==> src/rtl/calculate_new_capacity.sv <==
// Parking-slot update: toggles the one-hot selected spot in the availability map and
// registers the new map, event flags, location-error flag and free-spot count.
module calculate_new_capacity (
  input  logic       clk,
  input  logic       rst,
  input  logic [7:0] park_location,
  input  logic [7:0] parking_capacity,
  output logic [7:0] new_capacity,
  output logic       car_entered,
  output logic       car_exited,
  output logic       loc_error,
  output logic [3:0] free_count
);

  logic       loc_zero;
  logic       loc_one_hot;
  logic       loc_multi;
  logic       sel_free;
  logic [7:0] cap_d;
  logic       entered_d;
  logic       exited_d;
  logic [3:0] count_d;

  // Clearing the lowest set bit leaves zero only for a single-bit value.
  always_comb begin
    loc_zero    = (park_location == 8'h00);
    loc_one_hot = !loc_zero && ((park_location & (park_location - 8'd1)) == 8'h00);
    loc_multi   = !loc_zero && !loc_one_hot;
  end

  always_comb begin
    sel_free  = |(parking_capacity & park_location);
    cap_d     = parking_capacity;
    entered_d = 1'b0;
    exited_d  = 1'b0;
    if (loc_one_hot) begin
      cap_d     = parking_capacity ^ park_location;
      entered_d = sel_free;
      exited_d  = !sel_free;
    end
  end

  always_comb begin
    count_d = 4'd0;
    for (int i = 0; i < 8; i++) begin
      count_d = count_d + {3'd0, cap_d[i]};
    end
  end

  always_ff @(posedge clk or posedge rst) begin
    if (rst) begin
      new_capacity <= 8'hFF;
      car_entered  <= 1'b0;
      car_exited   <= 1'b0;
      loc_error    <= 1'b0;
      free_count   <= 4'd8;
    end else begin
      new_capacity <= cap_d;
      car_entered  <= entered_d;
      car_exited   <= exited_d;
      loc_error    <= loc_multi;
      free_count   <= count_d;
    end
  end

endmodule

==> config.mk <==
export PLATFORM = sky130hd
export DESIGN_NAME = calculate_new_capacity
export DESIGN_NICKNAME = d
export VERILOG_FILES = /design/src/rtl/calculate_new_capacity.sv
export SDC_FILE = /design/constraint.sdc
export NUM_CORES = 1
export LEC_CHECK = 0
export ABC_AREA = 1
export CELL_PAD_IN_SITES_DETAIL_PLACEMENT = 2
export CELL_PAD_IN_SITES_GLOBAL_PLACEMENT = 2
export CORE_MARGIN = 5
export CORE_UTILIZATION = 28
export CTS_BUF_LIST = sky130_fd_sc_hd__clkbuf_8
export DETAILED_ROUTE_END_ITERATION = 12
export PLACE_DENSITY = 0.89
export SETUP_SLACK_MARGIN = 0.05
export SYNTH_ARGS = -nofsm -noshare
export SYNTH_HDL_FRONTEND = slang
export SYNTH_SLANG_ARGS = --single-unit
==> constraint.sdc <==
create_clock -name clk -period 1.1 [get_ports clk]
set_clock_uncertainty 0.1 [all_clocks]
set_input_delay 0.33 -clock clk [delete_from_list [all_inputs] [get_ports clk]]
set_output_delay 0.33 -clock clk [all_outputs]
set_load 0.05 [all_outputs]
==> results of run 1 <==
-- sequential cells by signal (all words and copies together), names as in the netlist --
register / cells
car_exited: 1
loc_error: 1
free_count: 4
new_capacity: 8
car_entered: 1
-- cell usage after synthesis --
library cell   n
buf_2          1
fa_1           4
nand2_4        1
xnor2_1        1
nand4_1        1
nand2_1       34
nor2_4         3
inv_2          4
nor2_1         8
nand4_4        1
o21bai_2       1
dfrtp_1        6
nor2_2         5
buf_6          2
inv_1         26
dfstp_2        9
nand3_1       16
nand3_2        2
ha_1          11
nand2_2        8
-- timing repair --
item                                    4_1_cts  5_1_grt
buffers inserted                              7        4
endpoints found under the setup margin       30       30
pin swaps                                    28       10
resized for setup                            87       17
cloned                                        0        0
-- power by group through the flow --
stage          combinational, W  sequential, W  clock, W
6_report                0.00148       0.000735  0.000494
3_5_place_dp            0.00124       0.000735         0
4_1_cts                 0.00135       0.000730  0.000494
2_1_floorplan          0.000294       0.000977         0
5_1_grt                 0.00154       0.000738  0.000524
3_3_place_gp            0.00114       0.000727         0
-- metal layers --
layer	GRT usage, %	vias to the layer above
met5	0	-
met4	7.11	0
met3	2.67	14
met2	48.5	36
met1	28.0	681
li1	-	575
-- worst min-delay path: stages --
cell,delay [ns]
clkdlybuf4s50_1,0.41
inv_1,0.14
buf_12,0.17
-- final cells by class --
cell class,count,area (um^2)
multi-input combinational,96,860
clock inverter,1,5.00
inverter,30,113
tap,50,62.6
fill,404,1820
sequential,15,387
timing repair buffer,67,739
clock buffer,3,41.3
-- cell families (layout without fill, tap and decap cells) --
kind of cell / after synthesis / after routing / synth area share [%]
simple gates: 79 / 79 / 35.0
buf+inv: 33 / 101 / 11.9
fa+ha+maj: 15 / 15 / 18.5
flops: 15 / 15 / 32.9
compound gates: 1 / 1 / 0.957
xor+xnor: 1 / 1 / 0.745
-- stage by stage --
| stage | instances | total power (W) | TNS [ns] |
|---|---|---|---|
| final | 262 | 0.00271 | -19.45 |
| after detailed placement | 248 | 0.00197 | -22.24 |
| after floorplan | 144 | 0.00127 | -11.21 |
| after global routing | 262 | 0.00280 | -20.56 |
| after global placement | 248 | 0.00187 | -19.91 |
| after CTS | 258 | 0.00258 | -16.72 |
-- how the worst min path moves through the flow --
stage	slack (ns)	start	cells after the start	end
2_1_floorplan	0.13	rst	1	car_entered$_DFF_PP0_
3_3_place_gp	0.55	rst	3	loc_error$_DFF_PP0_
3_5_place_dp	0.60	rst	3	free_count[1]$_DFF_PP0_
4_1_cts	0.32	rst	3	car_exited$_DFF_PP0_
5_1_grt	0.36	rst	3	car_entered$_DFF_PP0_
6_report	0.35	rst	3	car_entered$_DFF_PP0_
==> flow_summary.ini, run 1 <==
[run_status]
status = complete, but fails checks
violations = negative setup slack

[finish]
utilization_pct = 54.8
area_delta_synth_final_pct = 87.7
insertedDiodeCount = 0
final_cell_mix = buf_4, nand2_2, inv_1
design_area_um2 = 2210
final_layout_size_suffix_gt1_share_pct = 66.0
final_nets = 246
layout_commonest_cell = buf_4

[detailed_routing]
drt_drc_violations_left = 0
drt_iter0_drc = 36
wl_met2_um = 3780
wl_met3_um = 149
drt_wl_total_um = 6810
top_layer = met4
dr_total_vias = 1306
ant_nets = 0
viasPerCell = 4.98
drt-met1-wl_um = 2660
detail_route.wl_per_cell_um = 26.0
dr.pass1.iters = 4

[critical_path]
critPathSlowestCell = fa_2
critPathLaunch = park_location[1]
cp_cell_sequence = buf_8 > nor2_4 > nand2_4 > nand2_4 > nand2_4 > inv_2 > nand3_4 > nor2_4 > nand3_2 > nand2_2 > fa_1 > fa_1 > fa_1 > inv_2 > ha_4 > inv_2 > fa_2 > inv_2
crit_fanout = 5
cp-start-kind = primary input
cp.depth = 18
crit_end = free_count[1]$_DFF_PP0_
critPathMaxStageDelay_ns = 0.53
required_ns = 1.15
critPathCaptureType = flip-flop
crit_top_cell = inv_2
worst-path-buf-inv = 5
worstPathArrival_ns = 3.79
cpLargestDelayFamily = adder cells
crit_type = in2reg

[cts]
cts_buffers = 3
htreeDepth = 1
root_buffer = clkbuf_8
clk_pin_slew_ns = 0.08
cts_buffer_depth = 2
cts-hold-fix-buffers = 0
cts_sinks = 15
tritoncts = yes

[power_and_ir_drop]
ir_drop_mv = 0.661
power.density_nw_per_um2 = 1230
p_int_w = 0.00158
pwr-share-clk_pct = 18.3
power_switching_w = 0.00112
switching_share_pct = 41.5
leakagePower_nw = 1.09
p_comb_share_pct = 54.6
seqPwrFrac_pct = 27.1

[floorplan]
fp-row-count = 23
die-area_um2 = 5600
coreArea_um2 = 4030
die_h_um = 74.8
initial_core_util_pct = 29.2
io_pins = 33
die_w_um = 74.8

[synthesis]
synth_warnings = 0
syn_inst = 144
synth_cell_types = 20
synth_area_leader_cell = dfstp_2
netlist_area_um2 = 1180
yosys_register_bits = 15
syn-mean-instance-area_um2 = 8.17
ys_seq_area_share_pct = 32.9
synth_area_leaders = dfstp_2, dfrtp_1, ha_1
synth_fp_nets = 177
yosys.area.top_type_share_pct = 20.1

[place]
port_buffers = 32
place_area_um2 = 1890
routabilityCongestion = 0.817
dpl.hpwl_um = 4130
dp_slack_ns = -3.18

[global_routing]
grt_max_degree = 16
grt_pass1_wl_um = 9670
antenna_found_initial = 0
grt_pass1_vias = 1574
grt_use_total_pct = 24.8
overflow = 0

[sta]
maxSlewViolCount = 0
max_freq_mhz = 268
setup_ws_ns = -2.64
grt_setup_unrepaired = yes
slew_headroom_pct = 84.9
hold_viol_final = 0
finalCriticalPeriod_ns = 3.74
fin_crit_sh_pct = 340
holdWs_ns = 0.345
tightest_slew_ns = 0.227
setup_viol = 30

[run]
maxCapViolations = 0

[min_path]
hold_class = in2async
No activity file was read; power rests on OpenSTA's default activity.
==> run 2, diff against run 1 <==
--- a/config.mk
+++ b/config.mk
@@ -6,6 +6,7 @@
 export NUM_CORES = 1
 export LEC_CHECK = 0
 export ABC_AREA = 1
+export CAP_MARGIN = 40
 export CELL_PAD_IN_SITES_DETAIL_PLACEMENT = 2
 export CELL_PAD_IN_SITES_GLOBAL_PLACEMENT = 2
 export CORE_MARGIN = 5
==> results of run 2 <==
Same layout as run 1: the final DEF is identical, and so are final timing and power.
